**src/rtl/riscv_soft_pkg.sv**
```systemverilog
// Shared definitions for the riscv-soft register file: default sizes, the
// register-address type and the hardwired-zero register constant.
package riscv_soft_pkg;

    localparam int unsigned XPR_LEN_DEF  = 32;
    localparam int unsigned NUM_REGS_DEF = 32;
    localparam int unsigned REG_AW       = $clog2(NUM_REGS_DEF);

    typedef logic [REG_AW-1:0] reg_addr_t;

    localparam reg_addr_t X0 = '0;

endpackage

```
**src/rtl/riscv_soft_regfile_rdport.sv**
```systemverilog
// One combinational read port: storage mux, x0 zeroing and readiness from the
// busy vector. Optional macro RISCV_SOFT_REGFILE_BYPASS_EN forwards same-cycle
// writeback data, and marks the port ready.
module riscv_soft_regfile_rdport
    import riscv_soft_pkg::*;
#(
    parameter int unsigned XPR_LEN  = XPR_LEN_DEF,
    parameter int unsigned NUM_REGS = NUM_REGS_DEF,
    parameter int unsigned NUM_WR   = 1,
    localparam int unsigned AW      = $clog2(NUM_REGS)
) (
    input  logic [AW-1:0]             addr,
`ifdef RISCV_SOFT_REGFILE_BYPASS_EN
    input  logic [NUM_WR-1:0]         wr_en,
    input  logic [NUM_WR*AW-1:0]      wr_addr,
    input  logic [NUM_WR*XPR_LEN-1:0] wr_data,
`endif
    input  logic [XPR_LEN-1:0]        mem [NUM_REGS],
    input  logic [NUM_REGS-1:0]       busy,
    output logic [XPR_LEN-1:0]        data,
    output logic                      ready
);

    // Select stored value; x0 reads as zero and is never pending.
    always_comb begin
        data  = (addr == '0) ? '0 : mem[addr];
        ready = (addr == '0) || !busy[addr];
`ifdef RISCV_SOFT_REGFILE_BYPASS_EN
        // Ascending loop so the highest matching write port wins.
        if (addr != '0) begin
            for (int j = 0; j < NUM_WR; j++) begin
                if (wr_en[j] && (wr_addr[j*AW +: AW] == addr)) begin
                    data  = wr_data[j*XPR_LEN +: XPR_LEN];
                    ready = 1'b1;
                end
            end
        end
`endif
    end

endmodule

```
**src/rtl/riscv_soft_regfile_sb.sv**
```systemverilog
// Integer register file with N read / M writeback ports and a write-pending
// scoreboard gating issue of producers onto busy registers.
// Optional macro RISCV_SOFT_REGFILE_BYPASS_EN enables writeback-to-read bypass.
module riscv_soft_regfile_sb
    import riscv_soft_pkg::*;
#(
    parameter int unsigned XPR_LEN  = XPR_LEN_DEF,
    parameter int unsigned NUM_REGS = NUM_REGS_DEF,
    parameter int unsigned NUM_RD   = 2,
    parameter int unsigned NUM_WR   = 1,
    localparam int unsigned AW      = $clog2(NUM_REGS)
) (
    input  logic                      clk,
    input  logic                      reset,
    input  logic [NUM_RD*AW-1:0]      rd_addr,
    output logic [NUM_RD*XPR_LEN-1:0] rd_data,
    output logic [NUM_RD-1:0]         rd_ready,
    input  logic [NUM_WR-1:0]         wr_en,
    input  logic [NUM_WR*AW-1:0]      wr_addr,
    input  logic [NUM_WR*XPR_LEN-1:0] wr_data,
    input  logic                      iss_valid,
    input  logic [AW-1:0]             iss_addr,
    output logic                      iss_ready,
    output logic [AW:0]               busy_count
);

    logic [XPR_LEN-1:0]  mem [NUM_REGS];
    logic [NUM_REGS-1:0] busy;
    logic [NUM_REGS-1:0] busy_d;
    logic [AW:0]         busy_cnt_d;
    logic                wb_hit;

    // Issue is accepted unless the target is pending and not retiring now.
    always_comb begin
        wb_hit = 1'b0;
        for (int j = 0; j < NUM_WR; j++) begin
            if (wr_en[j] && (wr_addr[j*AW +: AW] == iss_addr)) begin
                wb_hit = 1'b1;
            end
        end
        iss_ready = (iss_addr == '0) || !busy[iss_addr] || wb_hit;
    end

    // Next busy vector: writebacks clear, then an accepted issue sets (set wins).
    always_comb begin
        busy_d = busy;
        for (int j = 0; j < NUM_WR; j++) begin
            if (wr_en[j] && (wr_addr[j*AW +: AW] != '0)) begin
                busy_d[wr_addr[j*AW +: AW]] = 1'b0;
            end
        end
        if (iss_valid && iss_ready && (iss_addr != '0)) begin
            busy_d[iss_addr] = 1'b1;
        end
        busy_cnt_d = '0;
        for (int r = 0; r < NUM_REGS; r++) begin
            busy_cnt_d = busy_cnt_d + {{AW{1'b0}}, busy_d[r]};
        end
    end

    // Storage and scoreboard state; entry 0 is never written so it stays zero.
    always_ff @(posedge clk or negedge reset) begin
        if (!reset) begin
            for (int r = 0; r < NUM_REGS; r++) begin
                mem[r] <= '0;
            end
            busy       <= '0;
            busy_count <= '0;
        end else begin
            for (int j = 0; j < NUM_WR; j++) begin
                if (wr_en[j] && (wr_addr[j*AW +: AW] != '0)) begin
                    mem[wr_addr[j*AW +: AW]] <= wr_data[j*XPR_LEN +: XPR_LEN];
                end
            end
            busy       <= busy_d;
            busy_count <= busy_cnt_d;
        end
    end

    // One read port per rd_addr slot.
    for (genvar i = 0; i < NUM_RD; i++) begin : g_rd
        riscv_soft_regfile_rdport #(
            .XPR_LEN  (XPR_LEN),
            .NUM_REGS (NUM_REGS),
            .NUM_WR   (NUM_WR)
        ) u_rdport (
            .addr    (rd_addr[i*AW +: AW]),
`ifdef RISCV_SOFT_REGFILE_BYPASS_EN
            .wr_en   (wr_en),
            .wr_addr (wr_addr),
            .wr_data (wr_data),
`endif
            .mem     (mem),
            .busy    (busy),
            .data    (rd_data[i*XPR_LEN +: XPR_LEN]),
            .ready   (rd_ready[i])
        );
    end

endmodule

```
**config.mk**
```make
export PLATFORM = sky130hd
export DESIGN_NAME = riscv_soft_regfile_sb
export DESIGN_NICKNAME = d
export VERILOG_FILES = /design/src/rtl/riscv_soft_pkg.sv /design/src/rtl/riscv_soft_regfile_rdport.sv /design/src/rtl/riscv_soft_regfile_sb.sv
export SDC_FILE = /design/constraint.sdc
export NUM_CORES = 2
export LEC_CHECK = 0
export CORE_MARGIN = 2
export CORE_UTILIZATION = 45
export CTS_CLUSTER_SIZE = 12
export DETAILED_ROUTE_END_ITERATION = 8
export PLACE_DENSITY_LB_ADDON = 0.05
export SLEW_MARGIN = 20
export SYNTH_ARGS = -nofsm -noshare
export SYNTH_HDL_FRONTEND = slang
export SYNTH_HIERARCHICAL = 1
export SYNTH_SLANG_ARGS = --single-unit
```
**constraint.sdc**
```tcl
create_clock -name clk -period 16.7 [get_ports clk]
set_input_delay 1.67 -clock clk [delete_from_list [all_inputs] [get_ports clk]]
set_output_delay 1.67 -clock clk [all_outputs]
set_load 0.05 [all_outputs]
```
* Word level (Yosys, flattened, before mapping)
Cells that the tools add are included.
** Storage, ports and cells
- Register bits :: 1062
- Bits of input ports :: 56
- Output and inout bits :: 73
- Logic and storage cells :: 125
** Cells by class
- Add/subtract/negate cells :: 31
- $lt $le $gt $ge :: 10
- Equal/unequal tests :: 1
- Multiplexer cells :: 24
- Bitwise logic cells :: 6
- Reductions and logical operators :: 19
** Operators with widths (count)
- 1024-bit bitwise mux :: 1
- 32-bit binary-select mux with 5-bit select :: 2
- 32-bit two-way mux :: 9
- 32-bit demux with 5-bit select :: 1
- 6-bit by 1-bit adder with 6-bit output :: 26
- 32-bit AND :: 1
- 32-bit NOT :: 1
- 32-bit OR :: 1
- 5-bit by 6-bit < comparator with 1-bit output, second input constant :: 4
- 6-bit greater-or-equal comparator, second input constant :: 3
- 5-bit NOT with 6-bit output :: 3
- 1-bit binary-select mux with 5-bit select :: 3
- 5-bit logical NOT :: 3
- 1-bit demux with 5-bit select :: 2
- 5-bit by 1-bit greater-or-equal comparator with 1-bit output, second input constant :: 2
- 5-bit nonzero test :: 2
- 1-bit logical AND :: 7
- 5-bit by 1-bit adder with 6-bit output :: 1
- 6-bit by 1-bit < comparator with 1-bit output, second input constant :: 1
- 1-bit two-way mux :: 6
- 4-bit by 1-bit adder with 5-bit output :: 1
- 5-bit == test :: 1
- 3-bit by 1-bit adder with 4-bit output :: 1
- 1-bit logical OR :: 4
- 3 further kinds :: 5

* Longest topological paths before layout
- Word-level depth :: 40
- Gate-level depth with buffers :: 26
- Depth with buffers taken out :: 22

* Hierarchy
The synthesis kept the hierarchy.
** Modules (own cells, without submodules)
- riscv_soft_regfile_sb :: times used 1, cells an instance 2614, area each 40979.3 um^2, seq. area each 26575.5 um^2
- riscv_soft_regfile_rdport :: times used 2, cells an instance 684, area each 8772.2 um^2, seq. area each 0.0 um^2

* Worst setup path before layout
No wires, ideal clock.
- Kind :: input to register
- Start :: in iss_addr[0]
- End :: reg busy_count[4]
- Library setup time :: 0.123 ns
- Arrival time :: 7.193 ns
- Required time :: 16.577 ns
- Setup slack :: 9.384 ns
- Cell stages on the path :: 25
- Path buffers :: 4
- Cells stage by stage :: buf_2 -> buf_4 -> buf_6 -> mux2i_1 -> o22ai_1 -> a32oi_2 -> buf_2 -> nand3_1 -> and3_1 -> fa_1 -> fa_1 -> inv_1 -> fa_1 -> fa_1 -> inv_1 -> fa_1 -> fa_1 -> inv_1 -> ha_1 -> inv_1 -> fa_1 -> inv_1 -> a21o_1 -> a21oi_1 -> xnor2_1
** Between the ends
- Word-level cells in the longest chain between the ends :: 39
- Elaborated cells between the ends (all ways) :: 50
- Those cells by class :: add/sub: 31; order compare: 2; eq/ne: 1; mux: 6; bitwise: 1; reduce/logical: 9
** Ends and longest elaborated chain
- from (decl) :: RTL line riscv_soft_regfile_sb.sv:22 : input logic [AW-1:0] iss_addr,
- parallel branches: the longest is 7 deep, another holds 5-bit by 6-bit < comparator with 1-bit output
- 32-bit two-way mux (*) :: RTL line riscv_soft_regfile_sb.sv:52 : if (iss_valid && iss_ready && (iss_addr != '0)) begin
- 1-bit by 1-bit adder with 2-bit output :: RTL line riscv_soft_regfile_sb.sv:57 : busy_cnt_d = busy_cnt_d + {{AW{1'b0}}, busy_d[r]};
- 2-bit by 1-bit adder with 3-bit output :: RTL line riscv_soft_regfile_sb.sv:57
- 3-bit by 1-bit adder with 4-bit output :: RTL line riscv_soft_regfile_sb.sv:57
- 4-bit by 1-bit adder with 5-bit output :: RTL line riscv_soft_regfile_sb.sv:57
- 5-bit by 1-bit adder with 6-bit output :: RTL line riscv_soft_regfile_sb.sv:57
- 6-bit by 1-bit adder with 6-bit output (25 in series) :: RTL line riscv_soft_regfile_sb.sv:57
- 6-bit by 1-bit adder with 6-bit output (*) :: RTL line riscv_soft_regfile_sb.sv:57
- via busy_cnt_d[4] :: RTL line riscv_soft_regfile_sb.sv:30 : logic [AW:0] busy_cnt_d;
- to (signal assigned) :: RTL line riscv_soft_regfile_sb.sv:76 : busy_count <= busy_cnt_d;
- to (decl) :: RTL line riscv_soft_regfile_sb.sv:24 : output logic [AW:0] busy_count
Mark *: on every way through the listed nets, which the timed path passes. The select of a mux whose other input is x is not followed.
A chain may end at the register's enable or synchronous reset.

* Worst setup path in the final report
- Start :: in rd_addr[7]
- End :: out rd_data[49]
** Between the ends
- Word-level cells in the longest chain between the ends :: 5
- Elaborated cells between the ends (all ways) :: 6
- Those cells by class :: mux: 4; bitwise: 1; reduce/logical: 1
** Ends and longest elaborated chain
- from (decl) :: RTL line riscv_soft_regfile_sb.sv:15 : input logic [NUM_RD*AW-1:0] rd_addr,
- 5-bit NOT with 6-bit output (implied by the code) :: RTL line riscv_soft_regfile_rdport.sv:26 : data = (addr == '0) ? '0 : mem[addr];
- 32-bit binary-select mux with 5-bit select :: RTL line riscv_soft_regfile_rdport.sv:26
- 32-bit two-way mux (implied by the code) (2 in series) :: RTL line riscv_soft_regfile_rdport.sv:26
- 32-bit two-way mux (*) :: RTL line riscv_soft_regfile_rdport.sv:26
- to (decl) :: RTL line riscv_soft_regfile_sb.sv:16 : output logic [NUM_RD*XPR_LEN-1:0] rd_data,
Mark *: on every way between the ends. The rest lies on a longest branch, timed or not. The select of a mux whose other input is x is not followed.

==> impl_metrics.ini <==
[run_status]
outcome = finished clean

[timing]
worst_slack_ns = 8.43
period_minus_slack_ns = 8.27
hold_violations = 0
timing.hold.ws_ns = 0.393
maxClockFrequency_mhz = 121
rsz0062_at_grt = no
setup-violations-final = 0
tightest_slew_ns = 1.20
skew_ns = 0.0139
final.period_utilization_pct = 49.5
relSlewSlack_pct = 19.6
fin_tns_setup_ns = 0
drv_slew = 0

[logic_synthesis]
ys_seq_elements = 1062
synthTopCellsByArea = dfrtp_1 45%, mux2_2 20%, mux4_2 16%
ys_seq_area_share_pct = 45.4
synth_cells = 3982
synth_common_cells = 1062 x dfrtp_1, 1059 x mux2_2, 407 x mux4_2, 177 x clkbuf_1, 145 x mux2i_1
syn_nets = 4069
synth.largest_area_cell = dfrtp_1
synth_top_area_share_pct = 45.4
syn_area_sq_um = 58500
synth_edf_count = 0
synth_most_common_cell = dfrtp_1
synth_cell_types = 67
yosys_warnings = 6
async_flop_share_pct = 100
avgSynthCellArea_sq_um = 14.7
synthFlopType = dfrtp_1

[worst_setup_path]
cp.arrival_ns = 6.60
worstPathRequired_ns = 15.03
cp_max_fo = 65
reg2reg_to = busy_count[4]
r2r_setup_slack_ns = 10.18
path_buf_inv = 5
crit_chain = buf_8 -> buf_4 -> buf_4 -> buf_4 -> mux4_2 -> o2111ai_1 -> a311oi_1 -> clkdlybuf4s50_1
cp_top_family = buffers and inverters
slowest_delay_ns = 0.94
crit_type = in -> out
startpoint_type = input port
critPathCaptureType = output port
crit_top_cell = buf_4
cpMaxStageDelayCell = clkdlybuf4s50_1
reg2reg_depth = 20
r2r-start = busy[23]

[global_route]
grt_pass1_wl_mm = 294
grt_overflow = 0
grt_max_degree = 113
track_usage_pct = 31.0
antenna_found_initial = 8
grt_pass1_vias = 40600

[drt]
drt_iter0_drc = 3095
routedWlPerCell_um = 35.8
ant_nets = 0
routed_wl_mm = 204
viasPerCell = 6.62
route.detailed.drc = 0
vias = 37800
dr.pass1.iters = 6

[power_and_ir_drop]
p_leak_nw = 27.9
irDropWorstVdd_v = 0.000475
pwr_density_cell_nw_per_um2 = 136
seqPwrFrac_pct = 39.5
combPwrFrac_pct = 28.2
switchingPower_w = 0.00268
clockPowerShare_pct = 32.3
p_int_w = 0.00609
p_sw_share_pct = 30.5

[placement]
post-place-cells = 5472
gp_congestion = 0.850
dp_hpwl_mm = 113
portBuffers = 128
dp_slack_ns = 7.88

[cells_and_area]
area_delta_synth_final_pct = 10.4
layout.cells.non_filler = 5702
fin_nets = 3951
drive_gt1_share_pct = 46.2

[clocking]
h-tree-depth = 4
ctsHoldBuffers = 0
clock_sinks = 1062
cts_resized = 0
tritoncts = built
post_cts_buffers = 0
cts.path.max_buffers = 3
clkTransAtPathRegs_ns = 0.06
clk_latency_ns = 0.77
cts_buffers = 130
cts-root-buf = clkbuf_16

[min_path]
hold_path_end = mem[1005]
holdCritStartpoint = mem[1005]
min_path_type = reg -> reg
hold_depth = 0

[run]
maxCapViolations = 0

[die]
rows = 132
core_sq_um = 129000
die_w_um = 365
die-area_sq_um = 133000
start_util_pct = 45.3
ios = 129
die_h_um = 365
[worst register-to-register path: stages, from the launching register on]
cell and delay (ns):
dfrtp_1 0.53, mux2i_1 0.13, o221ai_1 0.18, nand3_1 0.64
and3_1 0.45, a221o_1 0.31, fa_1 0.51, fa_1 0.61
fa_1 0.45, fa_1 0.51, inv_1 0.05, fa_1 0.50
fa_1 0.41, inv_1 0.07, ha_1 0.17, inv_1 0.07
fa_1 0.45, inv_1 0.07, a21o_1 0.10, a21oi_1 0.07
xnor2_1 0.13
[power groups by stage]
| stage | Sequential, W | Combinational (W) | Clock (W) |
|---|---|---|---|
| after detailed placement | 0.00350 | 0.00249 | 0 |
| after floorplan | 0.00337 | 0.00189 | 0 |
| final | 0.00346 | 0.00247 | 0.00283 |
| after global placement | 0.00343 | 0.00246 | 0 |
| after CTS | 0.00345 | 0.00250 | 0.00289 |
| after global routing | 0.00352 | 0.00271 | 0.00300 |
[state kept, by name (all words and copies together) (netlist names)]
register    count
busy_count      6
busy           32
mem          1024
[per-layer routing]
layer | track usage [%] | up-vias | share of wire (%)
met1 | 41.2 | 20700 | 41
li1 | - | 15200 | -
met3 | 6.06 | 431 | 6.5
met5 | 0 | - | 0.017
met2 | 49.9 | 1456 | 48
met4 | 12.9 | 6 | 4.3
[cells in the final DEF (no fill, tap or decap), drive strengths merged, types with 72 or more instances in the layout]
cell type      netlist  layout
mux2i              145     145
mux4               463     463
clkdlybuf4s50        0     105
clkbuf             181     199
buf                279     105
nor2b               72      72
nand2               91      91
mux2              1059    1059
dfrtp             1062    1062
o21ai              130     130
[area by class of cell]
| class | count | area, sq um |
|---|---|---|
| tap | 1742 | 2180 |
| clock inverter | 26 | 280 |
| multi-input combinational | 2428 | 29600 |
| inverter | 32 | 125 |
| fill | 10900 | 64700 |
| antenna | 3 | 7.51 |
| timing repair buffer | 210 | 1900 |
| clock buffer | 199 | 3950 |
| sequential | 1062 | 26600 |
[worst max path at each step]
stage	cells past startpoint	startpoint	to
floorplan	25	iss_addr[0]	busy_count[4]
global placement	21	iss_addr[4]	busy_count[4]
detailed placement	21	iss_addr[4]	busy_count[4]
CTS	9	rd_addr[7]	rd_data[49]
global route	9	rd_addr[7]	rd_data[49]
finish	8	rd_addr[7]	rd_data[49]
[per-stage QoR]
stage	instance area [sq um]	power (W)	util, %
floorplan	58500	0.00527	-
global placement	60300	0.00589	46.7
detailed placement	60300	0.00599	46.7
CTS	64600	0.00884	49.9
global route	64600	0.00923	49.9
finish	64600	0.00876	49.9
[logic make-up after synthesis]
family	count (synthesis)	share of synthesized area, %
multiplexers	1667	41.0
AO/OA/AOI/OAI	427	5.32
adder cells (fa/ha/maj)	31	0.971
buffers and inverters	492	4.46
XOR/XNOR	8	0.120
AND/OR/NAND/NOR	295	2.68
flip-flops	1062	45.4
(Power assumes the default switching activity.)
